## config.mk

```make
export PLATFORM = sky130hd
export DESIGN_NAME = ex_operand_reg
export DESIGN_NICKNAME = d
export VERILOG_FILES = /design/src/rtl/ex_operand_reg.sv
export SDC_FILE = /design/constraint.sdc
export NUM_CORES = 1
export LEC_CHECK = 0
export ABC_AREA = 0
export BUFFER_PORTS_ARGS = -buffer_cell sky130_fd_sc_hd__buf_2
export CAP_MARGIN = 20
export CORE_ASPECT_RATIO = 1.4
export CORE_MARGIN = 3
export CORE_UTILIZATION = 47
export DETAILED_ROUTE_END_ITERATION = 16
export GPL_TIMING_DRIVEN = 0
export HOLD_SLACK_MARGIN = 0.1
export PLACE_DENSITY = 0.8
export SYNTH_ARGS = -nofsm -noshare
export SYNTH_HDL_FRONTEND = slang
export SYNTH_SLANG_ARGS = --single-unit
export TNS_END_PERCENT = 100
```

## constraint.sdc

```tcl
create_clock -name clk -period 4.65 [get_ports clk]
set_input_delay 0.6975 -clock clk [delete_from_list [all_inputs] [get_ports clk]]
set_output_delay 0.6975 -clock clk [all_outputs]
set_load 0.01 [all_outputs]
```

## src/rtl/ex_operand_reg.sv

```systemverilog
// ex_operand_reg: ID->EX pipeline register with operand forwarding and hazard detection.
//
// The register captures the decoded ID fields on each enabled clock edge. It refreshes
// the stored rs/rt data from the WB stage while the pipeline is held. It builds the ALU
// operands from the stored (or forwarded) register values and flags load-use and
// data-dependence stalls back to ID.
//
// Configuration macro: EX_FORWARD_EN
//   defined   - combinational MEM/WB forwarding into EX; ID stalls only on load-use.
//   undefined - EX uses stored data only; ID also stalls on any EX/MEM destination match.
//
// Ports:
//   clk, rst                      clock (rising edge), asynchronous active-high reset
//   en, flush                     pipeline advance (0 = hold), kill the ID->EX transfer
//   id_*                          decoded instruction fields from ID
//   mem_wb_*, wb_wb_*             MEM- and WB-stage register writes
//   ex_valid                      EX holds a real instruction
//   alu_a, alu_b, alu_oper,
//   alu_sign                      ALU operands and control
//   ex_store_data                 forwarded rt value for stores
//   ex_wb_en, ex_wb_addr,
//   ex_mem_read                   EX destination and load flag
//   hazard_stall                  combinational request for ID to hold

module ex_operand_reg (
    input  logic        clk,
    input  logic        rst,
    input  logic        en,
    input  logic        flush,
    input  logic        id_valid,
    input  logic [4:0]  id_rs_addr,
    input  logic [4:0]  id_rt_addr,
    input  logic [31:0] id_rs_data,
    input  logic [31:0] id_rt_data,
    input  logic [31:0] id_imm,
    input  logic [4:0]  id_shamt,
    input  logic [1:0]  id_a_sel,
    input  logic        id_b_sel,
    input  logic [3:0]  id_oper,
    input  logic        id_sign,
    input  logic        id_wb_en,
    input  logic [4:0]  id_wb_addr,
    input  logic        id_mem_read,
    input  logic        mem_wb_en,
    input  logic [4:0]  mem_wb_addr,
    input  logic [31:0] mem_wb_data,
    input  logic        wb_wb_en,
    input  logic [4:0]  wb_wb_addr,
    input  logic [31:0] wb_wb_data,
    output logic        ex_valid,
    output logic [31:0] alu_a,
    output logic [31:0] alu_b,
    output logic [3:0]  alu_oper,
    output logic        alu_sign,
    output logic [31:0] ex_store_data,
    output logic        ex_wb_en,
    output logic [4:0]  ex_wb_addr,
    output logic        ex_mem_read,
    output logic        hazard_stall
);

    logic        valid_q;
    logic [4:0]  rs_addr_q;
    logic [4:0]  rt_addr_q;
    logic [31:0] rs_data_q;
    logic [31:0] rt_data_q;
    logic [31:0] imm_q;
    logic [4:0]  shamt_q;
    logic [1:0]  a_sel_q;
    logic        b_sel_q;
    logic [3:0]  oper_q;
    logic        sign_q;
    logic        wb_en_q;
    logic [4:0]  wb_addr_q;
    logic        mem_read_q;

    logic        cap_rs_hit;
    logic        cap_rt_hit;
    logic        hold_rs_hit;
    logic        hold_rt_hit;
    logic        take;
    logic        ex_dep;
    logic        load_use;
    logic [31:0] rs_fwd;
    logic [31:0] rt_fwd;

    // WB write matches: at capture against the ID sources, while held against the stored ones.
    always_comb begin
        cap_rs_hit  = wb_wb_en && (wb_wb_addr != 5'd0) && (wb_wb_addr == id_rs_addr);
        cap_rt_hit  = wb_wb_en && (wb_wb_addr != 5'd0) && (wb_wb_addr == id_rt_addr);
        hold_rs_hit = wb_wb_en && (wb_wb_addr != 5'd0) && (wb_wb_addr == rs_addr_q);
        hold_rt_hit = wb_wb_en && (wb_wb_addr != 5'd0) && (wb_wb_addr == rt_addr_q);
    end

    // ID source matches the instruction currently in EX.
    always_comb begin
        ex_dep   = wb_en_q && (wb_addr_q != 5'd0) &&
                   ((wb_addr_q == id_rs_addr) || (wb_addr_q == id_rt_addr));
        load_use = id_valid && valid_q && mem_read_q && ex_dep;
    end

`ifdef EX_FORWARD_EN
    always_comb begin
        hazard_stall = load_use;

        rs_fwd = rs_data_q;
        if (mem_wb_en && (mem_wb_addr != 5'd0) && (mem_wb_addr == rs_addr_q)) begin
            rs_fwd = mem_wb_data;
        end else if (hold_rs_hit) begin
            rs_fwd = wb_wb_data;
        end

        rt_fwd = rt_data_q;
        if (mem_wb_en && (mem_wb_addr != 5'd0) && (mem_wb_addr == rt_addr_q)) begin
            rt_fwd = mem_wb_data;
        end else if (hold_rt_hit) begin
            rt_fwd = wb_wb_data;
        end
    end
`else
    logic mem_dep;
    logic unused_mem_data;

    assign unused_mem_data = ^mem_wb_data;

    // Without forwarding, ID waits until every older producer has reached WB.
    always_comb begin
        mem_dep      = mem_wb_en && (mem_wb_addr != 5'd0) &&
                       ((mem_wb_addr == id_rs_addr) || (mem_wb_addr == id_rt_addr));
        hazard_stall = load_use || (id_valid && ((valid_q && ex_dep) || mem_dep));
        rs_fwd       = rs_data_q;
        rt_fwd       = rt_data_q;
    end
`endif

    // flush and stall both turn the capture into a bubble; flush wins by construction.
    assign take = id_valid && !flush && !hazard_stall;

    always_ff @(posedge clk or posedge rst) begin
        if (rst) begin
            valid_q    <= 1'b0;
            rs_addr_q  <= 5'd0;
            rt_addr_q  <= 5'd0;
            rs_data_q  <= 32'd0;
            rt_data_q  <= 32'd0;
            imm_q      <= 32'd0;
            shamt_q    <= 5'd0;
            a_sel_q    <= 2'd0;
            b_sel_q    <= 1'b0;
            oper_q     <= 4'h0;
            sign_q     <= 1'b0;
            wb_en_q    <= 1'b0;
            wb_addr_q  <= 5'd0;
            mem_read_q <= 1'b0;
        end else if (en) begin
            valid_q    <= take;
            rs_addr_q  <= id_rs_addr;
            rt_addr_q  <= id_rt_addr;
            rs_data_q  <= cap_rs_hit ? wb_wb_data : id_rs_data;
            rt_data_q  <= cap_rt_hit ? wb_wb_data : id_rt_data;
            imm_q      <= id_imm;
            shamt_q    <= id_shamt;
            a_sel_q    <= id_a_sel;
            b_sel_q    <= id_b_sel;
            oper_q     <= id_oper;
            sign_q     <= id_sign;
            wb_en_q    <= take && id_wb_en;
            wb_addr_q  <= id_wb_addr;
            mem_read_q <= take && id_mem_read;
        end else if (valid_q) begin
            // A value retiring from WB during a hold would otherwise never reach EX.
            if (hold_rs_hit) rs_data_q <= wb_wb_data;
            if (hold_rt_hit) rt_data_q <= wb_wb_data;
        end
    end

    always_comb begin
        unique case (a_sel_q)
            2'd0:    alu_a = rs_fwd;
            2'd1:    alu_a = {27'd0, shamt_q};
            2'd2:    alu_a = 32'd16;
            default: alu_a = 32'd0;
        endcase
        alu_b = b_sel_q ? imm_q : rt_fwd;
    end

    assign ex_store_data = rt_fwd;
    assign ex_valid      = valid_q;
    assign alu_oper      = oper_q;
    assign alu_sign      = sign_q;
    assign ex_wb_en      = wb_en_q;
    assign ex_wb_addr    = wb_addr_q;
    assign ex_mem_read   = mem_read_q;

endmodule

```

==> flow_summary.json <==
{
  "setup_viol": 0,
  "synth_top_family_by_area": "multiplexers",
  "ys_seq_area_frac": 0.466,
  "synth.avg_cell_area_sq_um": 12.4,
  "synth_warnings": 0,
  "yosys-top-cells-area": "dfrtp_1 (47%), mux2_2 (15%), mux2i_1 (15%)",
  "fp-row-count": 51,
  "power_density_nw_per_um2": 364,
  "clock_latency_ns": 0.41,
  "netlist_area_sq_um": 6820,
  "synth_adder_area_share": 0,
  "slew_violations": 0,
  "cts_hold_buf": 0,
  "synth_top_area_share": 0.466,
  "finClkSkew_ns": 0.00904,
  "ios": 317,
  "async_flop_share": 1.00,
  "wl_microns": 20900,
  "worst_slack_ns": 1.28,
  "pre_cts_slack_ns": 1.67,
  "cp_max_fo": 10,
  "cts.sinks": 127,
  "outcome": "finished clean",
  "core_area_sq_um": 14000,
  "finalHoldViolCount": 0,
  "vias": 5552,
  "ys.flop_type": "dfrtp_1",
  "vdd_ir_drop_max_mv": 0.210,
  "dpl.hpwl_microns": 15900,
  "finalCriticalPeriod_ns": 3.37,
  "placed_area_sq_um": 8480,
  "design_area_sq_um": 9070,
  "stdcell_count": 1047,
  "initial_core_util": 0.486,
  "hp-class": "in2async",
  "final.setup.tns_ns": 0,
  "dp.cells": 1013,
  "synth-simple-area-share": 0.0747,
  "cp-end-kind": "output port",
  "synth_xor_area_frac": 0.0514,
  "cts_tree": "done",
  "postCtsSetupBuffers": 0,
  "final_util": 0.646,
  "antenna_found_initial": 2,
  "synth_top_cell_by_area": "dfrtp_1",
  "post_drt_via_cell_ratio": 5.30,
  "drive_gt1_frac": 0.500,
  "cts_resized": 0,
  "muxShareOfSynthArea": 0.299,
  "antenna_left": 0,
  "grt_use_total": 0.257,
  "syn_to_final_growth_pct": 33.1,
  "h-tree-depth": 4,
  "grt-ovfl-total": 0,
  "synth_compound_area_frac": 0.0652,
  "dieArea_sq_um": 16000,
  "yosys_register_bits": 127,
  "syn_inst": 548,
  "port_buffers": 279,
  "synthTopCellsByCount": "dfrtp_1 (127), mux2i_1 (100), mux2_2 (92)",
  "cts-buffers-inserted": 17,
  "syn-num-nets": 755,
  "routabilityCongestion": 0.839,
  "grt_pass1_wl_microns": 31500,
  "fmax_mhz": 297,
  "p_leak_uw": 0.00424,
  "maxCapViolCount": 0,
  "relSlewSlack": 0.437,
  "die_w_microns": 108,
  "grt_pass1_vias": 6018,
  "first_pass_iters": 4,
  "synth_edf_count": 0,
  "wire_per_inst_microns": 20.0,
  "clkTransAtPathRegs_ns": 0.06,
  "drt_iter0_drc": 229,
  "tightestPinTransition_ns": 0.841,
  "yosys.cell_types.count": 32,
  "clockBufferDepth": 2,
  "root_buffer": "clkbuf_16",
  "rsz0062_at_grt": "no",
  "period_share": 0.724,
  "cp.arrival_ns": 2.67,
  "cp.required_ns": 3.95,
  "finalNetCount": 1054,
  "die_h_microns": 148,
  "route.detailed.drc": 0,
  "grt_max_degree": 75,
  "worst_setup_path_start_kind": "flop",
  "synth_most_common_cell": "dfrtp_1",
  "critPathKind": "reg2out"
}
-- cell families after synthesis --
kind of cell,after synthesis
buffers and inverters,55
multiplexers,192
flip-flops,127
AO/OA/AOI/OAI,53
AND/OR/NAND/NOR,81
XOR/XNOR,40
-- power breakdown --
part	switching [uW]	total, uW	internal, uW	leakage, uW
registers	78.1	1300	1220	0.00149
logic	333	664	331	0.00247
clock network	519	1340	821	0.000279
-- metal layers --
layer,GRT usage,vias to the layer above,wire length [microns]
met5,0,-,0
met4,0.0960,0,465
met3,0.0521,32,1260
met2,0.479,211,11400
met1,0.284,2726,7830
li1,-,2583,-
-- final timing paths --
| check | from | endpoint | slack (ns) | cells after the start |
|---|---|---|---|---|
| min in group clk | ex_mem_read$_DFFE_PP0P_ | ex_mem_read$_DFFE_PP0P_ | 0.49 | 1 |
| max in group asynchronous | rst | imm_q[18]$_DFFE_PP0P_ | 3.55 | 3 |
| setup reg to reg | rs_addr_q[1]$_DFFE_PP0P_ | rs_data_q[0]$_DFFE_PP0P_ | 2.79 | 7 |
| hold / removal | rst | rs_data_q[4]$_DFFE_PP0P_ | 0.35 | 2 |
| hold reg to reg | ex_mem_read$_DFFE_PP0P_ | ex_mem_read$_DFFE_PP0P_ | 0.49 | 1 |
| setup / recovery | a_sel_q[0]$_DFFE_PP0P_ | alu_a[17] | 1.28 | 5 |
-- area by class of cell --
| class | count | area, sq um |
|---|---|---|
| multi-input combinational | 366 | 3340 |
| antenna | 2 | 5.00 |
| clock buffer | 20 | 457 |
| tap | 185 | 231 |
| buffer | 43 | 253 |
| sequential | 127 | 3180 |
| clock inverter | 12 | 135 |
| inverter | 12 | 50.0 |
| timing repair buffer | 280 | 1420 |
| fill | 1156 | 4960 |
-- stage by stage --
stage	power, uW	hold slack [ns]
finish	3310	0.349
global route	3450	0.366
CTS	3330	0.356
detailed placement	1990	0.477
global placement	1960	0.466
floorplan	1690	0.475
-- cell usage in the layout (no fill, tap or decap), drive strengths merged, types with 2 or more instances in the layout --
master,count
clkbuf,39
or4,3
clkinv,4
a22oi,11
nor3b,23
bufinv,2
nor3,9
mux2,92
a221o,23
xnor2,4
xor2,36
and4,2
clkinvlp,4
dfrtp,127
o21ai,11
nand4b,2
o2bb2ai,2
inv,14
diode,2
mux2i,100
and2,28
buf,304
nor2,11
-- worst max-delay path: stages, from the launching register on --
cell and delay, ns:
dfrtp_1 0.36, clkbuf_1 0.23, nor2_1 0.71, clkbuf_1 0.57, and2_1 0.23, buf_2 0.15
-- flip-flops by register name, summed over array words and instances, names as in the netlist --
register       cells
a_sel_q            2
alu_oper           4
alu_sign           1
b_sel_q            1
ex_mem_read        1
ex_store_data     32
ex_valid           1
ex_wb_addr         5
ex_wb_en           1
imm_q             32
rs_addr_q          5
rs_data_q         32
rt_addr_q          5
shamt_q            5
No activity file was read; power rests on OpenSTA's default activity.
